### src/rtl/msrv32_decoder_pipe.sv
// msrv32_decoder_pipe
//   Registered decode stage between instruction fetch and execute/writeback.
//   The incoming instruction word is decoded combinationally into a control
//   bundle. The bundle is captured on an input handshake and presented one
//   cycle later. A main register plus one skid register let fetch and
//   execute stall independently without losing or repeating entries.
//
// Parameters
//   XLEN      32 or 64; 64 adds LD/SD/LWU decode
//   ADDR_LSB  width of iadder_lsb_in (must be >= 3 when XLEN = 64)
//
// Ports
//   ms_riscv32_mp_clk_in     core clock
//   ms_riscv32_mp_rst_n_in   asynchronous active-low reset
//   instr_in / iadder_lsb_in instruction word, low load/store address bits
//   instr_valid_in / instr_ready_out   upstream handshake
//   flush_in                 drop every buffered entry (highest priority)
//   trap_taken_in            suppresses mem_wr_req_out in the current cycle
//   dec_valid_out / dec_ready_in       downstream handshake
//   alu_opcode_out .. misaligned_store_out   decoded bundle (0 when idle)
//
// Optional build macro
//   MSRV32_DEC_ILLEGAL_CNT_EN adds illegal_cnt_out, a saturating count of
//   illegal instructions handed downstream.
module msrv32_decoder_pipe #(
   parameter int XLEN     = 32,
   parameter int ADDR_LSB = 3
) (
   input  logic                ms_riscv32_mp_clk_in,
   input  logic                ms_riscv32_mp_rst_n_in,
   input  logic [31:0]         instr_in,
   input  logic [ADDR_LSB-1:0] iadder_lsb_in,
   input  logic                instr_valid_in,
   output logic                instr_ready_out,
   input  logic                flush_in,
   input  logic                trap_taken_in,
   output logic                dec_valid_out,
   input  logic                dec_ready_in,
   output logic [3:0]          alu_opcode_out,
   output logic [1:0]          load_size_out,
   output logic                load_unsigned_out,
   output logic                alu_src_out,
   output logic                iadder_src_out,
   output logic                rf_wr_en_out,
   output logic                csr_wr_en_out,
   output logic                mem_wr_req_out,
   output logic [2:0]          wb_mux_sel_out,
   output logic [2:0]          imm_type_out,
   output logic [2:0]          csr_op_out,
   output logic                illegal_instr_out,
   output logic                misaligned_load_out,
   output logic                misaligned_store_out
`ifdef MSRV32_DEC_ILLEGAL_CNT_EN
   ,
   output logic [15:0]         illegal_cnt_out
`endif
);

   typedef struct packed {
      logic [3:0] alu_opcode;
      logic [1:0] load_size;
      logic       load_unsigned;
      logic       alu_src;
      logic       iadder_src;
      logic       rf_wr_en;
      logic       csr_wr_en;
      logic       store_ok;
      logic [2:0] wb_mux_sel;
      logic [2:0] imm_type;
      logic [2:0] csr_op;
      logic       illegal;
      logic       mis_load;
      logic       mis_store;
   } bundle_t;

   // ---- stage p0: combinational decode of the incoming word ----
   logic [2:0] lsb3;
   generate
      if (ADDR_LSB >= 3) begin : g_lsb_wide
         assign lsb3 = iadder_lsb_in[2:0];
      end else begin : g_lsb_narrow
         assign lsb3 = {{(3-ADDR_LSB){1'b0}}, iadder_lsb_in};
      end
   endgenerate

   // Fields of the word that the decoder does not look at.
   logic unused_instr_bits;
   assign unused_instr_bits = ^{instr_in[31], instr_in[29:15], instr_in[11:7]};

   logic [4:0] opc;
   logic [2:0] f3;
   logic       std_len;
   logic       is_op, is_op_imm, is_load, is_store, is_branch, is_jal, is_jalr;
   logic       is_lui, is_auipc, is_misc_mem, is_system, is_csr;
   logic       known_opc, width_bad, size_mis;
   bundle_t    dec_p0;

   assign opc     = instr_in[6:2];
   assign f3      = instr_in[14:12];
   assign std_len = (instr_in[1:0] == 2'b11);

   // Class flags are only raised for 32-bit encodings, so a compressed or
   // reserved length field yields an illegal word with no side effects.
   assign is_op       = std_len & (opc == 5'b01100);
   assign is_op_imm   = std_len & (opc == 5'b00100);
   assign is_load     = std_len & (opc == 5'b00000);
   assign is_store    = std_len & (opc == 5'b01000);
   assign is_branch   = std_len & (opc == 5'b11000);
   assign is_jal      = std_len & (opc == 5'b11011);
   assign is_jalr     = std_len & (opc == 5'b11001);
   assign is_lui      = std_len & (opc == 5'b01101);
   assign is_auipc    = std_len & (opc == 5'b00101);
   assign is_misc_mem = std_len & (opc == 5'b00011);
   assign is_system   = std_len & (opc == 5'b11100);
   assign is_csr      = is_system & (f3 != 3'b000);

   assign known_opc = is_op | is_op_imm | is_load | is_store | is_branch | is_jal |
                      is_jalr | is_lui | is_auipc | is_misc_mem | is_system;

   // RV64 opens funct3=011 to both loads and stores and 110 (LWU) to loads.
   assign width_bad = (XLEN == 64) ?
                      (((is_load | is_store) & (f3 == 3'b111)) | (is_store & (f3 == 3'b110))) :
                      (((is_load | is_store) & (f3[1:0] == 2'b11)) | (is_load & (f3 == 3'b110)));

   always_comb begin
      size_mis = 1'b0;
      case (f3[1:0])
         2'b01:   size_mis = lsb3[0];
         2'b10:   size_mis = |lsb3[1:0];
         2'b11:   size_mis = |lsb3;
         default: size_mis = 1'b0;
      endcase
   end

   always_comb begin
      dec_p0               = '0;
      dec_p0.alu_opcode    = {instr_in[30] & ~(is_op_imm & (f3 != 3'b101)), f3};
      dec_p0.load_size     = f3[1:0];
      dec_p0.load_unsigned = f3[2];
      dec_p0.alu_src       = instr_in[5];
      dec_p0.iadder_src    = is_load | is_store | is_jalr;
      dec_p0.rf_wr_en      = is_lui | is_auipc | is_jal | is_jalr | is_op | is_op_imm |
                             is_load | is_csr;
      dec_p0.csr_wr_en     = is_csr;
      dec_p0.store_ok      = is_store & ~width_bad & ~size_mis;
      dec_p0.wb_mux_sel    = {is_csr | is_jal | is_jalr,
                              is_lui | is_auipc,
                              is_load | is_auipc | is_jal | is_jalr};
      dec_p0.imm_type      = {is_lui | is_auipc | is_jal | is_csr,
                              is_store | is_branch | is_csr,
                              is_op_imm | is_load | is_jalr | is_branch | is_jal};
      dec_p0.csr_op        = f3;
      dec_p0.illegal       = ~known_opc | width_bad;
      dec_p0.mis_load      = is_load & ~width_bad & size_mis;
      dec_p0.mis_store     = is_store & ~width_bad & size_mis;
   end

   // ---- stage p1: main output register plus skid register ----
   logic    main_vld_p1, skid_vld_p1, ready_p1;
   bundle_t main_p1, skid_p1;
   logic    in_hs, main_free, skid_vld_nxt;

   assign in_hs        = instr_valid_in & ready_p1;
   assign main_free    = ~main_vld_p1 | dec_ready_in;
   // Skid is only ever filled while main is stalled, and empties into main
   // as soon as main drains; ready is the registered inverse of its state.
   assign skid_vld_nxt = ~main_free & (skid_vld_p1 | in_hs);

   always_ff @(posedge ms_riscv32_mp_clk_in or negedge ms_riscv32_mp_rst_n_in) begin
      if (!ms_riscv32_mp_rst_n_in) begin
         main_vld_p1 <= 1'b0;
         skid_vld_p1 <= 1'b0;
         ready_p1    <= 1'b0;
      end else if (flush_in) begin
         main_vld_p1 <= 1'b0;
         skid_vld_p1 <= 1'b0;
         ready_p1    <= 1'b1;
      end else begin
         if (main_free) begin
            main_vld_p1 <= skid_vld_p1 | in_hs;
         end
         skid_vld_p1 <= skid_vld_nxt;
         ready_p1    <= ~skid_vld_nxt;
      end
   end

   always_ff @(posedge ms_riscv32_mp_clk_in) begin
      if (main_free) begin
         if (skid_vld_p1) begin
            main_p1 <= skid_p1;
         end else if (in_hs) begin
            main_p1 <= dec_p0;
         end
      end else if (in_hs) begin
         skid_p1 <= dec_p0;
      end
   end

   bundle_t out_b;
   assign out_b = main_vld_p1 ? main_p1 : '0;

   assign instr_ready_out      = ready_p1;
   assign dec_valid_out        = main_vld_p1;
   assign alu_opcode_out       = out_b.alu_opcode;
   assign load_size_out        = out_b.load_size;
   assign load_unsigned_out    = out_b.load_unsigned;
   assign alu_src_out          = out_b.alu_src;
   assign iadder_src_out       = out_b.iadder_src;
   assign rf_wr_en_out         = out_b.rf_wr_en;
   assign csr_wr_en_out        = out_b.csr_wr_en;
   assign mem_wr_req_out       = out_b.store_ok & ~trap_taken_in;
   assign wb_mux_sel_out       = out_b.wb_mux_sel;
   assign imm_type_out         = out_b.imm_type;
   assign csr_op_out           = out_b.csr_op;
   assign illegal_instr_out    = out_b.illegal;
   assign misaligned_load_out  = out_b.mis_load;
   assign misaligned_store_out = out_b.mis_store;

`ifdef MSRV32_DEC_ILLEGAL_CNT_EN
   logic [15:0] ill_cnt_p2;
   always_ff @(posedge ms_riscv32_mp_clk_in or negedge ms_riscv32_mp_rst_n_in) begin
      if (!ms_riscv32_mp_rst_n_in) begin
         ill_cnt_p2 <= 16'h0000;
      end else if (main_vld_p1 & dec_ready_in & main_p1.illegal & (ill_cnt_p2 != 16'hFFFF)) begin
         ill_cnt_p2 <= ill_cnt_p2 + 16'h0001;
      end
   end
   assign illegal_cnt_out = ill_cnt_p2;
`endif

endmodule
### config.mk
export PLATFORM = sky130hd
export DESIGN_NAME = msrv32_decoder_pipe
export DESIGN_NICKNAME = d
export VERILOG_FILES = /design/src/rtl/msrv32_decoder_pipe.sv
export SDC_FILE = /design/constraint.sdc
export NUM_CORES = 1
export LEC_CHECK = 0
export ABC_CLOCK_PERIOD_IN_PS = 3300
export CORE_MARGIN = 3
export CORE_UTILIZATION = 45
export DETAILED_ROUTE_END_ITERATION = 12
export HOLD_SLACK_MARGIN = 0.1
export PLACE_DENSITY = 0.8
export SLEW_MARGIN = 20
export SYNTH_ARGS = -nofsm -noshare
export SYNTH_HDL_FRONTEND = slang
export SYNTH_SLANG_ARGS = --single-unit
### constraint.sdc
create_clock -name ms_riscv32_mp_clk_in -period 3.3 [get_ports ms_riscv32_mp_clk_in]
set_input_delay 0.495 -clock ms_riscv32_mp_clk_in [delete_from_list [all_inputs] [get_ports ms_riscv32_mp_clk_in]]
set_output_delay 0.495 -clock ms_riscv32_mp_clk_in [all_outputs]
set_load 0.02 [all_outputs]
==> qor_table.md, run 1 <==
| Quantity | Reported | Unit |
|---|---|---|
| Result of the run | finished clean | - |
| Time the worst path needs with I/O delays and setup | 2.25 | ns |
| Number of remaining DRC errors | 0 | - |
| Hpwl dp | 2840 | um |
| Die width | 71.8 | um |
| End-of-flow core utilization | 60.5 | % |
| Number of clock sinks | 39 | - |
| Number of vias per cell | 5.23 | - |
| Clock buffers created by TritonCTS | 5 | - |
| P_sw | 236 | uW |
| Max FO, Critical Path | 20 | - |
| Post-synthesis instance area | 1950 | sq um |
| Initial antenna violation count | 0 | - |
| Type of element capturing the critical path | output pin | - |
| Root buffer selected by CTS | clkbuf_8 | - |
| Cells along the critical path | and2_1 > clkdlybuf4s50_1 | - |
| Count of filler cells inserted in the layout | 321 | - |
| R2R Setup Slk | 1.63 | ns |
| Area of the multi-input gates | 677 | sq um |
| Sw frac | 23.2 | % |
| Number of buffer cells added on primary ports | 45 | - |
| Proportion of power drawn by the clock network | 28.9 | % |
| CTS tree | yes | - |
| Nets in the synthesized netlist | 201 | - |
| CP Launch Type | flop | - |
| Portion of the post-synthesis area used by sequential elements | 59.4 | % |
| Worst Skew | 0.00955 | ns |
| DRT antenna net count | 0 | - |
| Max-cap check violation count | 0 | - |
| Termination of the worst setup path | load_unsigned_out | - |
| CP max stage delay | 0.63 | ns |
| Net total in the final layout | 241 | - |
| RSZ-0062 raised after global routing | false | - |
| Capture instance of the worst register-to-register path | main_p1[1]$_DFFE_PP_ | - |
| Final critical-path share of the clock period | 68.3 | % |
| Final setup viols | 0 | - |
| Start-to-end type of the worst setup path | flop to output pin | - |
| Layout cell share with drive strength beyond 1 | 10.4 | % |
| Worst-skew pair later-pin latency | 0.28 | ns |
| Number of hold buffers added after CTS | 0 | - |
| Count of synthesis-stage warnings from yosys | 0 | - |
| Combinational power share | 14.6 | % |
| Initial Util | 47.6 | % |
| Mapped Avg Cell Area | 12.2 | sq um |
| Number of global-route vias before repair | 1339 | - |
| Portion of total power attributed to sequential cells | 56.5 | % |
| Maximum number of buffers from clock root to sink | 2 | - |
| Drt first-iter violations | 65 | - |
| Number of cells on the worst reg-to-reg path | 2 | - |
| Max Transition Viols Final | 0 | - |
| Distinct cells, synth | 40 | - |
| CTS H-Tree Depth | 2 | - |
| Cell count after synthesis | 160 | - |
| Area growth from synthesis to layout | 26.9 | % |
| Hold violation count in the final report | 0 | - |
| Die H | 71.8 | um |
| Count of vias placed by the detailed router | 1312 | - |
| Floorplan row count | 23 | - |
| Total inserted antenna cells | 0 | - |
| CP Data Arrival Time | 1.76 | ns |
| Quantity of gates resized following cts | 0 | - |
| Ports placed on the boundary | 67 | - |
| Storage element area | 1160 | sq um |
| Post-CTS Setup Repair Bufs | 0 | - |
| Internal Power | 782 | uW |
| Crit. Startpoint | dec_valid_out$_DFFE_PN0P_ | - |
| R2r startpoint | skid_vld_p1$_DFF_PN0_ | - |
| Routed wire per std cell | 15.1 | um |
| Wire length of the first global-routing pass | 6450 | um |
| Global placement routability congestion | 0.769 | - |
| Total routing resource utilization after global routing | 16.4 | % |
| Maximum number of pins on one net before global-route repair | 21 | - |
| Min-Delay Path Class | input port to async pin | - |
| Slew HR | 65.2 | % |
| Area inside the core boundary | 4090 | sq um |
| Cell with the biggest individual delay on the critical path | dfrtp_1 | - |
| Total congestion overflow after global routing | 0 | - |
| Actual slew at the worst max-slew pin | 0.522 | ns |
| Final total negative setup slack | 0 | ns |
| Static leakage | 0.000888 | uW |
| Worst voltage drop across the vdd grid | 0.000173 | V |
| Power density cells | 412 | nW/um^2 |
| Initial DRT Pass Iterations | 4 | - |
| Wire length after detailed routing | 3790 | um |
| Clk pin slew, worst setup/hold paths | 0.07 | ns |
| Synthesis-stage register bit count | 39 | - |
| Required @ worst endpoint | 2.80 | ns |
| Max Clk Rate | 0.444 | GHz |
| Die Footprint | 5150 | sq um |
[logic make-up after synthesis]
kind of cell,after synthesis,share of synthesized area (%)
AOI/OAI and AO/OA,31,10.3
muxes,10,5.98
DFF,39,59.4
buffers and inverters,22,5.85
and+or+nand+nor,57,18.1
xor gates and xnor gates,1,0.450
[cell usage in the layout, fill, tap and decap left out, types with 3 or more instances in the layout]
cell and n:
o21ai_0 10, clkbuf_8 5, dfrtp_1 3, nand2_1 12, a21oi_1 5, clkdlybuf4s50_1 45
mux2_2 8, edfxtp_1 36, nand3_1 4, o31ai_1 5, inv_1 8, nor2_1 8
and2_1 18
[metal layers]
metal	vias to the layer above	global-route usage [%]	routed length, um
met5	-	0	0
met4	0	7.10	82
met3	8	3.51	196
met2	51	28.0	1940
met1	601	20.1	1570
li1	652	-	-
[critical path: cells and delay by family (launching register included)]
kind,cells,cell delay [ns]
and+or+nand+nor,1,0.24
DFF,1,0.63
buffers and inverters,1,0.62
[sequential cells by signal (all words and copies together) (netlist names)]
register and flops:
main_p1 18, skid_p1 18, dec_valid_out 1, instr_ready_out 1
skid_vld_p1 1
[through the flow]
step                area, sq um  power, uW  hold slack, ns  setup slack, ns  instances
floorplan                  1950        666           0.199             1.38        160
global placement           2390        727           0.509            0.972        243
detailed placement         2390        735           0.515            0.905        243
CTS                        2470       1020           0.381            0.990        251
global route               2470       1060           0.390            0.898        251
finish                     2470       1020           0.387             1.05        251
[power by group through the flow]
stage                     Combinational (uW)  Clock, uW  Sequential (uW)
after global placement                   143          0              584
after CTS                                149        295              576
final                                    148        294              575
after detailed placement                 149          0              587
after global routing                     161        316              578
after floorplan                         83.9          0              582
[final cells by class]
| class | count | share of cell area, % |
|---|---|---|
| clock buffer | 6 | 2.94 |
| clock inverter | 2 | 0.304 |
| inverter | 8 | 1.22 |
| multi-input combinational | 99 | 27.4 |
| sequential | 39 | 46.8 |
| tap | 50 | 2.53 |
| timing repair buffer | 47 | 18.8 |
[how the worst min path moves through the flow]
stage                                end                    from
2_1_floorplan  dec_valid_out$_DFFE_PN0P_  ms_riscv32_mp_rst_n_in
3_3_place_gp       main_p1[12]$_DFFE_PP_   skid_p1[12]$_DFFE_PP_
3_5_place_dp       main_p1[13]$_DFFE_PP_   skid_p1[13]$_DFFE_PP_
4_1_cts        dec_valid_out$_DFFE_PN0P_  ms_riscv32_mp_rst_n_in
5_1_grt        dec_valid_out$_DFFE_PN0P_  ms_riscv32_mp_rst_n_in
6_report       dec_valid_out$_DFFE_PN0P_  ms_riscv32_mp_rst_n_in
[synthesized netlist by cell type]
| master | count | share of area [%] |
|---|---|---|
| o21bai_1 | 2 | 0.77 |
| nand2_1 | 12 | 2.3 |
| a21boi_0 | 1 | 0.39 |
| nand3b_1 | 1 | 0.39 |
| nor2_1 | 8 | 1.5 |
| or2b_1 | 1 | 0.39 |
| a41oi_1 | 1 | 0.45 |
| o311a_1 | 1 | 0.51 |
| nor2_2 | 1 | 0.32 |
| o21ai_1 | 2 | 0.51 |
| o31ai_1 | 5 | 1.9 |
| inv_1 | 8 | 1.5 |
| xnor2_1 | 1 | 0.45 |
| o22a_1 | 1 | 0.45 |
| clkbuf_1 | 2 | 0.39 |
| mux2_4 | 1 | 0.77 |
| nand3_1 | 4 | 1.0 |
| buf_1 | 1 | 0.19 |
| o21a_1 | 1 | 0.39 |
| nand4_1 | 1 | 0.32 |
| nand2b_1 | 2 | 0.64 |
| and4b_1 | 1 | 0.51 |
| nor2b_1 | 2 | 0.64 |
| or4b_4 | 1 | 0.71 |
| dfrtp_1 | 3 | 3.9 |
| edfxtp_1 | 36 | 56 |
| o211ai_2 | 1 | 0.64 |
| a21oi_1 | 5 | 1.3 |
| or3_1 | 1 | 0.32 |
| mux2_2 | 8 | 4.6 |
| nand3b_4 | 1 | 1.0 |
| o21ai_0 | 10 | 2.6 |
| and3b_1 | 1 | 0.45 |
| a22oi_1 | 1 | 0.39 |
| and2_1 | 18 | 5.8 |
| nor4b_4 | 1 | 1.2 |
| nand4b_1 | 1 | 0.45 |
| mux2_1 | 1 | 0.58 |
| buf_2 | 4 | 1.0 |
| buf_4 | 7 | 2.7 |
Power figures use the tool's default switching activity.
==> inputs of run 2 (changes only) <==
--- a/config.mk
+++ b/config.mk
@@ -5,7 +5,7 @@
 export SDC_FILE = /design/constraint.sdc
 export NUM_CORES = 1
 export LEC_CHECK = 0
-export ABC_CLOCK_PERIOD_IN_PS = 3300
+export ABC_CLOCK_PERIOD_IN_PS = 2150
 export CORE_MARGIN = 3
 export CORE_UTILIZATION = 45
 export DETAILED_ROUTE_END_ITERATION = 12
==> constraint.sdc (replaced) <==
create_clock -name ms_riscv32_mp_clk_in -period 2.15 [get_ports ms_riscv32_mp_clk_in]
set_input_delay 0.3225 -clock ms_riscv32_mp_clk_in [delete_from_list [all_inputs] [get_ports ms_riscv32_mp_clk_in]]
set_output_delay 0.3225 -clock ms_riscv32_mp_clk_in [all_outputs]
set_load 0.02 [all_outputs]
==> run 2 against run 1 <==
Highest routed layer unchanged; sequential power rose by 53%; utilization rose by 1.6 points; power rose by 57%; combinational power rose by 62%; count of clock-buffer cells in the layout fell by 1; critical path type unchanged; critical endpoint is now alu_opcode_out[1]; sequential share of layout area fell by 1.2 points; via count rose by 6.0%; sequential cell count did not move; clock power rose by 61%; global-route usage barely moved; register-to-register slack got worse by 0.90 ns.
==> qor_table.md, run 2 (synthesis gave the netlist of run 1 again) <==
| Quantity | Reported | Unit |
|---|---|---|
| Die width | 71.8 | um |
| Number of buffer cells added on primary ports | 45 | - |
| Cells along the critical path | and2_1 > clkdlybuf4s50_1 | - |
| R2r startpoint | dec_valid_out$_DFFE_PN0P_ | - |
| Clk pin slew, worst setup/hold paths | 0.07 | ns |
| Max FO, Critical Path | 20 | - |
| Floorplan row count | 23 | - |
| Number of clock sinks | 39 | - |
| CTS H-Tree Depth | 2 | - |
| Root buffer selected by CTS | clkbuf_8 | - |
| Area of the multi-input gates | 677 | sq um |
| Final setup viols | 0 | - |
| R2R Setup Slk | 0.73 | ns |
| Number of hold buffers added after CTS | 0 | - |
| Critical path buffers and inverters | 1 | - |
| Required @ worst endpoint | 1.83 | ns |
| Hpwl dp | 2930 | um |
| Actual slew at the worst max-slew pin | 0.485 | ns |
| Layout cell share with drive strength beyond 1 | 15.8 | % |
| Wire length of the first global-routing pass | 6520 | um |
| Global placement routability congestion | 0.841 | - |
| Worst Skew | 0.00673 | ns |
| Number of vias per cell | 5.37 | - |
| Number of remaining DRC errors | 0 | - |
| RSZ-0062 raised after global routing | false | - |
| Clock buffers created by TritonCTS | 5 | - |
| Power density cells | 629 | nW/um^2 |
| Capture instance of the worst register-to-register path | main_p1[14]$_DFFE_PP_ | - |
| Result of the run | finished clean | - |
| DRT antenna net count | 0 | - |
| Maximum number of buffers from clock root to sink | 2 | - |
| Total routing resource utilization after global routing | 16.5 | % |
| Time the worst path needs with I/O delays and setup | 1.97 | ns |
| Category of cells accounting for the largest share of critical-path delay | buffers and inverters | - |
| Largest registers | main_p1 (18), skid_p1 (18) | - |
| Hold violation count in the final report | 0 | - |
| Initial antenna violation count | 0 | - |
| Max-cap check violation count | 0 | - |
| Maximum number of pins on one net before global-route repair | 21 | - |
| CP max stage delay | 0.62 | ns |
| CTS tree | yes | - |
| Post-CTS Setup Repair Bufs | 0 | - |
| Count of filler cells inserted in the layout | 318 | - |
| Hold Slack | 0.207 | ns |
| Most frequent cells in the layout | clkdlybuf4s50_1, edfxtp_1, and2_1, nand2_1 | - |
| End-of-flow core utilization | 62.1 | % |
| Storage element area | 1160 | sq um |
| Initial Util | 47.6 | % |
| Ports placed on the boundary | 67 | - |
| Count of vias placed by the detailed router | 1391 | - |
| Most common library cell in the layout ignoring fill and taps | clkdlybuf4s50_1 | - |
| Worst setup slack before clock tree synthesis | 0.0379 | ns |
| Worst-skew pair later-pin latency | 0.30 | ns |
| Total congestion overflow after global routing | 0 | - |
| Total inserted antenna cells | 0 | - |
| Min-Delay Path Class | input port to async pin | - |
| Number of cells on the worst reg-to-reg path | 3 | - |
| Slew HR | 67.3 | % |
| Max Clk Rate | 0.507 | GHz |
| Start-to-end type of the worst setup path | flop to output pin | - |
| Wire length after detailed routing | 3910 | um |
| Initial DRT Pass Iterations | 4 | - |
| Routed wire per std cell | 15.1 | um |
| Static leakage | 0.000932 | uW |
| Final critical-path share of the clock period | 91.7 | % |
| Drt first-iter violations | 100 | - |
| Max Transition Viols Final | 0 | - |
| Net total in the final layout | 249 | - |
| Quantity of gates resized following cts | 1 | - |
| Die H | 71.8 | um |
| Die Footprint | 5150 | sq um |
| CP Data Arrival Time | 1.65 | ns |
| CP Launch Type | flop | - |
| Cell with the biggest individual delay on the critical path | clkdlybuf4s50_1 | - |
| Area growth from synthesis to layout | 30.3 | % |
| Final worst setup slack | 0.178 | ns |
| Type of element capturing the critical path | output pin | - |
| Worst voltage drop across the vdd grid | 0.000333 | V |
| Final total negative setup slack | 0 | ns |
| Number of global-route vias before repair | 1357 | - |
| Area inside the core boundary | 4090 | sq um |
==> run 2: area by class of cell <==
type,count,share of cell area [%]
inverters,8,1.18
repair buffers,55,20.7
well taps,50,2.47
multi-input cells,99,26.7
clock buffers,5,2.71
flip-flops and latches,39,45.6
clock inverters,3,0.592
==> run 2: how the worst max path moves through the flow <==
| stage | from | endpoint | slack [ns] | depth (start not counted) |
|---|---|---|---|---|
| after floorplan | dec_valid_out$_DFFE_PN0P_ | main_p1[0]$_DFFE_PP_ | 0.23 | 2 |
| after global placement | instr_in[13] | main_p1[8]$_DFFE_PP_ | 0.08 | 5 |
| after detailed placement | instr_in[13] | main_p1[8]$_DFFE_PP_ | 0.04 | 5 |
| after CTS | dec_valid_out$_DFFE_PN0P_ | alu_opcode_out[1] | 0.15 | 2 |
| after global routing | dec_valid_out$_DFFE_PN0P_ | load_size_out[0] | 0.06 | 2 |
| final | dec_valid_out$_DFFE_PN0P_ | alu_opcode_out[1] | 0.18 | 2 |
==> run 2: report_power, final <==
group / switching, uW / leakage [uW] / total (uW) / internal [uW]
registers: 13.0 / 0.000360 / 880 / 867
clock network: 252 / 0.0000477 / 473 / 222
logic: 122 / 0.000524 / 240 / 118
==> run 2: worst reg2reg max path: stages (launching register included) <==
cell and delay (ns):
dfrtp_2 0.52, nand2b_1 0.18, nor2b_1 0.14, buf_4 0.27
==> run 2: routing by layer <==
layer | GRT usage, % | wire length (um)
met3 | 3.79 | 264
met5 | 0 | 0
met2 | 27.1 | 1970
met1 | 20.9 | 1610
met4 | 6.89 | 68
==> run 2: through the flow <==
stage	power, uW	cells	area, sq um
3_5_place_dp	1140	251	2450
3_3_place_gp	1120	251	2450
5_1_grt	1660	259	2540
4_1_cts	1600	259	2540
6_report	1590	259	2540
2_1_floorplan	1020	160	1950
